`src/rtl/arb_mux_pkg.sv`:
```
// Shared types and helpers for the arbitrated output multiplexer.
// Holds the arbitration-mode enum and the channel-index width function.
package arb_mux_pkg;

  typedef enum logic {
    ARB_RR    = 1'b0,
    ARB_FIXED = 1'b1
  } arb_mode_e;

  // Channel index width; never narrower than one bit.
  function automatic int unsigned cw(input int unsigned n);
    int unsigned w;
    w = unsigned'($clog2(n));
    return (w < 1) ? 1 : w;
  endfunction

endpackage

```
`src/rtl/rr_arbiter.sv`:
```
// Grant generator: round-robin from a rotating pointer, or fixed lowest-index priority.
// The grant is purely combinational; only the pointer is stateful.
module rr_arbiter
  import arb_mux_pkg::*;
#(
  parameter int unsigned NCh  = 4,
  parameter arb_mode_e   MODE = ARB_RR
) (
  input  logic           clk,
  input  logic           rst_n,
  input  logic [NCh-1:0] req,
  input  logic           advance,
  output logic [NCh-1:0] gnt
);

  localparam int unsigned CW = cw(NCh);

  logic [CW-1:0] ptr_q, ptr_d;
  logic [CW-1:0] gnt_idx;
  logic [CW-1:0] idx;
  logic [CW:0]   sum;
  logic          found;

  // Walk channels starting at the pointer (or at 0), wrapping past NCh-1.
  always_comb begin
    gnt     = '0;
    gnt_idx = '0;
    found   = 1'b0;
    idx     = '0;
    sum     = '0;
    for (int unsigned i = 0; i < NCh; i++) begin
      if (MODE == ARB_FIXED) begin
        sum = (CW+1)'(i);
      end else begin
        sum = {1'b0, ptr_q} + (CW+1)'(i);
        if (sum >= (CW+1)'(NCh)) begin
          sum = sum - (CW+1)'(NCh);
        end
      end
      idx = sum[CW-1:0];
      if (!found && req[idx]) begin
        found    = 1'b1;
        gnt[idx] = 1'b1;
        gnt_idx  = idx;
      end
    end
  end

  always_comb begin
    ptr_d = ptr_q;
    if (MODE == ARB_FIXED) begin
      ptr_d = '0;
    end else if (advance && found) begin
      ptr_d = (gnt_idx == CW'(NCh - 1)) ? '0 : gnt_idx + 1'b1;
    end
  end

  always_ff @(posedge clk) begin
    if (!rst_n) begin
      ptr_q <= '0;
    end else begin
      ptr_q <= ptr_d;
    end
  end

endmodule

```
`src/rtl/arb_mux.sv`:
```
// N-channel arbitrated mux into a single registered output stage.
// Accepts one word per cycle while downstream is ready; holds under backpressure.
module arb_mux
  import arb_mux_pkg::*;
#(
  parameter int unsigned DSize = 32,
  parameter int unsigned NCh   = 4,
  parameter arb_mode_e   MODE  = ARB_RR
) (
  input  logic                 clk,
  input  logic                 rst_n,
  input  logic [NCh-1:0]       in_valid,
  input  logic [NCh*DSize-1:0] in_data,
  output logic [NCh-1:0]       in_ready,
  output logic                 out_valid,
  output logic [DSize-1:0]     out_data,
  output logic [cw(NCh)-1:0]   out_ch,
  input  logic                 out_ready
);

  localparam int unsigned CW = cw(NCh);

  logic             load;
  logic             xfer;
  logic [NCh-1:0]   gnt;
  logic [DSize-1:0] sel_data;
  logic [CW-1:0]    sel_ch;
  logic             out_valid_q;
  logic [DSize-1:0] out_data_q;
  logic [CW-1:0]    out_ch_q;

  assign load     = !out_valid_q | out_ready;
  assign xfer     = rst_n & load & (|in_valid);
  assign in_ready = gnt & {NCh{rst_n & load}};

  rr_arbiter #(
    .NCh  (NCh),
    .MODE (MODE)
  ) u_arb (
    .clk     (clk),
    .rst_n   (rst_n),
    .req     (in_valid),
    .advance (xfer),
    .gnt     (gnt)
  );

  // Grant is one-hot, so OR-ing the masked slices is a clean select.
  always_comb begin
    sel_data = '0;
    sel_ch   = '0;
    for (int unsigned i = 0; i < NCh; i++) begin
      if (gnt[i]) begin
        sel_data = sel_data | in_data[i*DSize +: DSize];
        sel_ch   = sel_ch | CW'(i);
      end
    end
  end

  always_ff @(posedge clk) begin
    if (!rst_n) begin
      out_valid_q <= 1'b0;
      out_data_q  <= '0;
      out_ch_q    <= '0;
    end else if (load) begin
      if (|in_valid) begin
        out_valid_q <= 1'b1;
        out_data_q  <= sel_data;
        out_ch_q    <= sel_ch;
      end else begin
        out_valid_q <= 1'b0;
      end
    end
  end

  assign out_valid = out_valid_q;
  assign out_data  = out_data_q;
  assign out_ch    = out_ch_q;

endmodule

```
`config.mk`:
```
export PLATFORM = sky130hd
export DESIGN_NAME = arb_mux
export DESIGN_NICKNAME = d
export VERILOG_FILES = /design/src/rtl/arb_mux_pkg.sv /design/src/rtl/rr_arbiter.sv /design/src/rtl/arb_mux.sv
export SDC_FILE = /design/constraint.sdc
export NUM_CORES = 1
export LEC_CHECK = 0
export CORE_UTILIZATION = 43
export DETAILED_ROUTE_END_ITERATION = 6
export HOLD_SLACK_MARGIN = 0.1
export PLACE_DENSITY_LB_ADDON = 0.1
export SYNTH_ARGS = -nofsm -noshare
export SYNTH_HDL_FRONTEND = slang
export SYNTH_SLANG_ARGS = --single-unit
```
`constraint.sdc`:
```
create_clock -name clk -period 4.9 [get_ports clk]
set_input_delay 0.98 -clock clk [delete_from_list [all_inputs] [get_ports clk]]
set_output_delay 0.98 -clock clk [all_outputs]
set_load 0.005 [all_outputs]
```
==> Word-level counts from Yosys, hierarchy flattened <==
Cells that the tools add are included.
{ "classes": {"add_sub_neg": 8, "order_cmp": 12, "n_eq_ne": 1, "mux": 41, "bitwise": 10, "n_reduce_logical": 14} }
{ "op_table": {"columns": ["operator", "count"], "rows": [
  ["32-bit 2-to-1 mux", 4],
  ["32-bit bitwise OR", 3],
  ["2-bit 2-to-1 mux", 11],
  ["4-bit 2-to-1 mux", 4],
  ["1-bit 2-to-1 mux", 14],
  ["2-bit by 3-bit less-than comparator with 1-bit output, second input constant", 4],
  ["4-bit bitwise OR", 3],
  ["3-bit >= comparator, second input constant", 3],
  ["1-bit binary-select mux with 2-bit select", 4],
  ["1-bit demux with 2-bit select", 4],
  ["2-bit by 1-bit >= comparator with 1-bit output, second input constant", 4],
  ["1-bit logical AND", 8],
  ["2-bit by 1-bit subtractor with 2-bit output, second input constant", 4],
  ["2-bit by 2-bit adder with 3-bit output, second input constant", 2],
  ["4-bit AND", 1],
  ["1-bit logical NOT", 4],
  ["4-bit OR reduction", 1],
  ["2-bit by 1-bit adder with 3-bit output, second input constant", 1],
  ["2-bit by 3-bit >= comparator with 1-bit output, second input constant", 1],
  ["2-bit by 1-bit adder with 2-bit output, second input constant", 1],
  ["1-bit AND", 2],
  ["2-bit equality test, second input constant", 1],
  ["2-bit AND reduction", 1],
  ["1-bit bitwise OR", 1]
]} }
{ "word_totals": {"ff_bits": 37, "in_bits": 135, "output_inout_bits": 39, "elab_cells": 90} }

==> Depth between registers and ports, before layout <==
Gate-level depths: netlist of run 1.
{ "depth": {"word_depth": 21, "mapped_depth": 12} }

==> By module <==
A second synthesis of run 1 with hierarchy kept.
{ "unflattened": {"hier_cells": 274, "area_unflattened_um2": 2451.1} }
{ "by_module_without_submodules": {"columns": ["mod", "n_inst", "cells_each", "area_each_um2", "seq_area_each_um2"], "rows": [
  ["arb_mux", 1, 208, 1900.6, 700.7],
  ["rr_arbiter", 1, 66, 550.5, 40.0]
]} }

==> Worst setup path after synthesis of run 1 <==
Ideal clock, no wire load.
{ "synth_timing": {"path_type": "reg-to-output", "startpoint": "register u_arb.ptr_q[1]", "endpoint": "output in_ready[3]", "t_arrival_ns": 2.590, "path_slack_ns": 1.330, "path_stages_with_launch": 12, "path_buffers": 3, "cell_sequence": "dfxtp_1 clkbuf_1 inv_1 ha_1 buf_2 mux2_2 nand2_1 o21ai_0 o31ai_4 buf_2 a21oi_1 nor2_1"} }
{ "synth_between": {"elab_chain_len": 15} }
{ "synth_lines": {"columns": ["element", "line_no", "source"], "rows": [
  ["start, declared", "rr_arbiter.sv:18", "logic [CW-1:0] ptr_q, ptr_d;"],
  ["start signal, assigned", "rr_arbiter.sv:62", "ptr_q <= ptr_d;"],
  ["branches (longest 13 deep; another with 2-bit by 1-bit adder with 3-bit output)", null, null],
  ["4-bit 2-to-1 mux *", "rr_arbiter.sv:41", "if (!found && req[idx]) begin"],
  ["4-bit AND *", "arb_mux.sv:34", "assign in_ready = gnt & {NCh{rst_n & load}};"],
  ["end, declared", "arb_mux.sv:14", "output logic [NCh-1:0] in_ready,"]
]} }
Every way passes the cells marked *. The select of a mux whose other input is x is not followed.

==> flow_metrics.tcl, run 1 <==
set metrics [dict create \
    rsz0062_at_grt "no" \
    port_buffers 173 \
    max-clock-path-buffers 2 \
    grtUsageTotal 0.3382 \
    io_pins 174 \
    synth_area_leaders "dfxtp_1 (23%), a22oi_1 (15%), a222oi_1 (10%), a221oi_1 (9.6%), a21oi_1 (8.3%)" \
    drive_above_1_share 0.06375 \
    place_congestion 0.9212 \
    start_util 0.4421 \
    ant_nets 0 \
    synth-warning-count 0 \
    endpoint_kind "primary output" \
    tightest_slew_ps 1087 \
    drtPass1Iterations 7 \
    core_area_mm2 0.007214 \
    synth.most_common_cell "a22oi_1" \
    ctsHoldBuffers 0 \
    path_class "flip-flop to primary output" \
    cp_max_fo 17 \
    via_count 4375 \
    cts_root_buffer "clkbuf_8" \
    grt_pass1_wl_mm 20.49 \
    syn_to_final_growth_pct 56.61 \
    crit_buf_inv 2 \
    ys_seq_area_frac 0.2322 \
    holdWs_ps 520.0 \
    syn_inst 406 \
    synth_fp_nets 547 \
    cts-buffers-inserted 5 \
    drv_cap 0 \
    status "finished with violations" \
    cts_sinks 37 \
    core.rowCount 31 \
    cts_resized 0 \
    drtIter0Drc 477 \
    drcViolationCount 2 \
    netlist_area_mm2 0.003189 \
    synth_top_area_frac 0.2322 \
    min_period_ps 4428 \
    htreeDepth 2 \
    die_h_um 88.12 \
    slowest_stage "dfxtp_1" \
    syn_area_per_cell_um2 7.855 \
    cpPeakStageDelay_ps 740 \
    start_kind "flip-flop" \
    synth-edff-count 0 \
    cpLargestDelayFamily "buffers and inverters" \
    grt_pass1_vias 4186 \
    setup_violations 0 \
    worstPathCellList "inv_1, ha_1, mux4_2, nor2b_2, a221oi_1, nor2_2, a21oi_1, nor2_1, clkdlybuf4s50_1" \
    irDropWorstVdd_uv 288.0 \
    fin_cells 648 \
    grt-ovfl-total 0 \
    fill_cells 637 \
    nNetsFinal 690 \
    max_slew_margin 0.2755 \
    violations "DRC" \
    cts_tree "built" \
    ys_seq_elements 37 \
    yosys.area.top_type "dfxtp_1" \
    power_leakage_nw 1.820 \
    hold_viol 0 \
    post_drt_via_cell_ratio 6.752 \
    diodes 0 \
    die-area_mm2 0.007765 \
    fmax_mhz 225.9 \
    skew_ps 3.101 \
    avgRoutedWirePerCell_um 20.83 \
    hp-class "flip-flop to flip-flop" \
    synth-async-reset-ratio 0 \
    fin_setup_tns_ps 0 \
    antenna_found_initial 0 \
    dpl.hpwl_mm 8.685 \
    power.density_mw_per_mm2 475.9 \
    worstPathArrival_ps 3450 \
    post-route-period-util 0.9036 \
    dieWidth_um 88.12 \
    place_inst 641 \
    cts_setup_buffers 0 \
    insertion_delay_ps 290 \
    grt_max_degree 39 \
    wirelength_mm 13.50 \
    ys_types 46 \
    synth_ff_type "dfxtp_1" \
    synth_common_cells "a22oi_1 (65), a21oi_1 (53), nand2_1 (39), dfxtp_1 (37), a221oi_1 (35)" \
    clk_pin_slew_ps 80 \
    cp.required_ps 3920 \
    slew_violations 0 \
]
==> area by class of cell <==
class / instances / area, um2 / share of cell area
inverter: 3 / 11.26 / 0.002255
tap: 99 / 123.9 / 0.02480
timing repair buffer: 186 / 1829 / 0.3662
sequential: 37 / 740.7 / 0.1483
multi-input combinational: 316 / 2203 / 0.4411
clock buffer: 7 / 86.33 / 0.01728
==> cell usage in the layout (no fill, tap or decap), types with 2 or more instances in the layout <==
cell / n
mux2i_1: 4
inv_1: 3
and2_1: 2
a21oi_1: 52
ha_1: 6
a22oi_1: 65
a211oi_1: 2
clkbuf_8: 6
clkdlybuf4s50_1: 173
buf_4: 13
a221oi_1: 35
nor3_1: 4
mux4_2: 2
o21ai_0: 26
dfxtp_1: 37
nand2_1: 39
a222oi_1: 32
o31ai_4: 2
o22ai_1: 2
nand3_1: 2
nor2_1: 15
nor2_2: 2
mux2_2: 3
==> cell families after synthesis <==
family,share of synthesized area
compound gates,0.5143
xor+xnor,0.005493
fa+ha+maj,0.02354
buf+inv,0.08081
flops,0.2322
mux,0.04158
simple gates,0.1020
==> through the flow <==
step | total power, mW | worst slack (ps) | cell area (um2) | utilization
floorplan | 1.537 | 1330 | 3189 | -
finish | 2.377 | 472.3 | 4995 | 0.6923
global placement | 2.097 | 637.2 | 4908 | 0.6804
detailed placement | 2.116 | 555.7 | 4908 | 0.6804
global route | 2.526 | 229.5 | 4995 | 0.6923
CTS | 2.348 | 476.8 | 4995 | 0.6923
==> sequential cells by signal, summed over array words and instances, names as in the netlist, named ones only <==
register     count
u_arb.ptr_q      1
out_valid        1
out_data        32
out_ch           2
==> per-layer routing <==
metal | part of all wire | GRT usage
met1 | 0.39 | 0.4128
met2 | 0.48 | 0.5821
met3 | 0.11 | 0.07634
met4 | 0.017 | 0.1232
met5 | 0 | 0
==> where the power goes <==
group / total [mW] / switching (mW) / internal [mW]
logic: 1.67 / 0.910 / 0.761
clock network: 0.225 / 0.113 / 0.112
registers: 0.482 / 0.0764 / 0.406
==> final timing paths <==
path	slack, ps	endpoint	start	cells past startpoint
worst min register to register	520	out_data[25]	out_data[25]	2
worst max-delay path	470	in_ready[0]	flip-flop	9
worst max register to register	1450	out_data[22]	flip-flop	8
worst min-delay path	520	out_data[25]	out_data[25]	2
==> worst register-to-register path, delay by kind of cell, from the launching register on <==
family / cells / cell delay [ps]
AO/OA/AOI/OAI: 4 / 1020
adder cells (fa/ha/maj): 1 / 580
buffers and inverters: 2 / 510
flip-flops: 1 / 740
multiplexers: 1 / 470
Note: power is estimated with default switching activity, not from simulation.
==> run 2, diff against run 1 <==
Settings changed: MAX_ROUTING_LAYER from default to met4.
==> run 2 against run 1 <==
Compared with the run above:
- the flow still finishes with violations (DRC)
- via count decreased by 0.43%
- utilization decreased by 0.16 points
- clock power is 3% lower
- critical endpoint unchanged
==> flow_metrics.tcl, run 2 (synthesis results as in run 1) <==
set metrics [dict create \
    status "finished with violations" \
    violations "DRC" \
    post_drt_via_cell_ratio 6.722 \
    dieWidth_um 88.12 \
    fmax_mhz 223.3 \
    grt_max_degree 39 \
    fin_util 0.6908 \
    start_kind "flip-flop" \
    grtUsageTotal 0.3452 \
    syn_to_final_growth_pct 56.26 \
    final_cell_mix "clkdlybuf4s50_1 (173), a22oi_1 (65), a21oi_1 (52)" \
    cts_sinks 37 \
    cpPeakStageDelay_ps 760 \
    slew_violations 0 \
    clk_pin_slew_ps 80 \
    tightest_slew_ps 1023 \
    place_inst 640 \
    drv_cap 0 \
    cts_tree "built" \
    cpLargestDelayFamily "flip-flops" \
    worstPathCellList "inv_1, ha_1, mux4_2, nor2b_2, a221oi_1, nor2_2, a21oi_1, nor2_1, clkdlybuf4s50_1" \
    fin_ws_ps 422.5 \
    preCtsSetupSlack_ps 514.6 \
    cts_setup_buffers 0 \
    hold_viol 0 \
    fill_cells 616 \
    core.rowCount 31 \
    htreeDepth 2 \
    cp_max_fo 17 \
    holdWs_ps 518.2 \
    final_cell_area_mm2 0.004984 \
    place_congestion 0.9151 \
    endpoint_kind "primary output" \
    cts-buffers-inserted 5 \
    regArea_um2 740.7 \
    grt_pass1_vias 4207 \
    drive_above_1_share 0.06375 \
    cts_root_buffer "clkbuf_8" \
    diodes 0 \
    fin_setup_tns_ps 0 \
    grt-ovfl-total 0 \
    power.density_mw_per_mm2 474.0 \
    cts_resized 0 \
    worstPathArrival_ps 3500 \
    cp.required_ps 3920 \
    die_h_um 88.12 \
    dpl.hpwl_mm 8.806 \
    multi_input_area_mm2 0.002203 \
    final_common_cell "clkdlybuf4s50_1" \
    fin_cells 648 \
    via_count 4356 \
    avgRoutedWirePerCell_um 20.67 \
    ant_nets 0 \
    hp-class "flip-flop to flip-flop" \
    antenna_found_initial 0 \
    drtIter0Drc 567 \
    crit_buf_inv 2 \
    post-route-period-util 0.9138 \
    wirelength_mm 13.40 \
    insertion_delay_ps 290 \
    total_power_mw 2.362 \
    drcViolationCount 10 \
    start_util 0.4421 \
    max_slew_margin 0.3178 \
    max-clock-path-buffers 2 \
    power_leakage_nw 1.816 \
    irDropWorstVdd_uv 342.5 \
    grt_pass1_wl_mm 20.40 \
    rsz0062_at_grt "no" \
    min_period_ps 4478 \
    slowest_stage "dfxtp_1" \
    port_buffers 173 \
    dpl-instance-area_mm2 0.004901 \
    setup_violations 0 \
    ctsHoldBuffers 0 \
    path_class "flip-flop to primary output" \
    core_area_mm2 0.007214 \
    drtPass1Iterations 7 \
    largest_reg_flops 32 \
    io_pins 174 \
    die-area_mm2 0.007765 \
    skew_ps 5.000 \
    nNetsFinal 689 \
]
==> run 2: changes by cell type in the layout (fill, tap and decap cells not counted), sizes merged <==
cell / change
clkinv: +2
clkbuf: -1
buf: -1
==> run 2: final cells by class <==
cell class | count | area share
clock buffers | 6 | 0.01456
clock inverters | 2 | 0.002009
inverters | 3 | 0.002260
multi-input cells | 316 | 0.4421
flip-flops and latches | 37 | 0.1486
well taps | 99 | 0.02486
repair buffers | 185 | 0.3656
==> run 2: path summary, 6_finish.rpt <==
path | startpoint | to | slack (ps) | cells past startpoint
worst max-delay path | flip-flop | in_ready[0] | 420 | 9
worst min-delay path | out_data[23] | out_data[23] | 520 | 2
worst max register to register | flip-flop | out_data[21] | 1470 | 8
worst min register to register | out_data[23] | out_data[23] | 520 | 2
==> run 2: where the power goes <==
part | leakage, nW | internal, mW | switching, mW
Sequential | 0.309 | 0.406 | 0.0744
Clock | 0.0450 | 0.0990 | 0.119
Combinational | 1.46 | 0.762 | 0.902
==> run 2: metal layers <==
layer / wire, um / global-route usage / vias up
met3: 1375 / 0.07634 / 17
met4: 184 / 0.1026 / 0
met2: 6408 / 0.5722 / 312
li1: - / - / 1960
met1: 5428 / 0.4188 / 2067
met5: 0 / - / -
==> run 2: worst register-to-register path, delay by kind of cell, from the launching register on <==
kind,cells,cell delay [ps]
AOI/OAI and AO/OA,4,1020
adders and majority gates,1,570
buffers and inverters,2,490
DFF,1,760
muxes,1,480
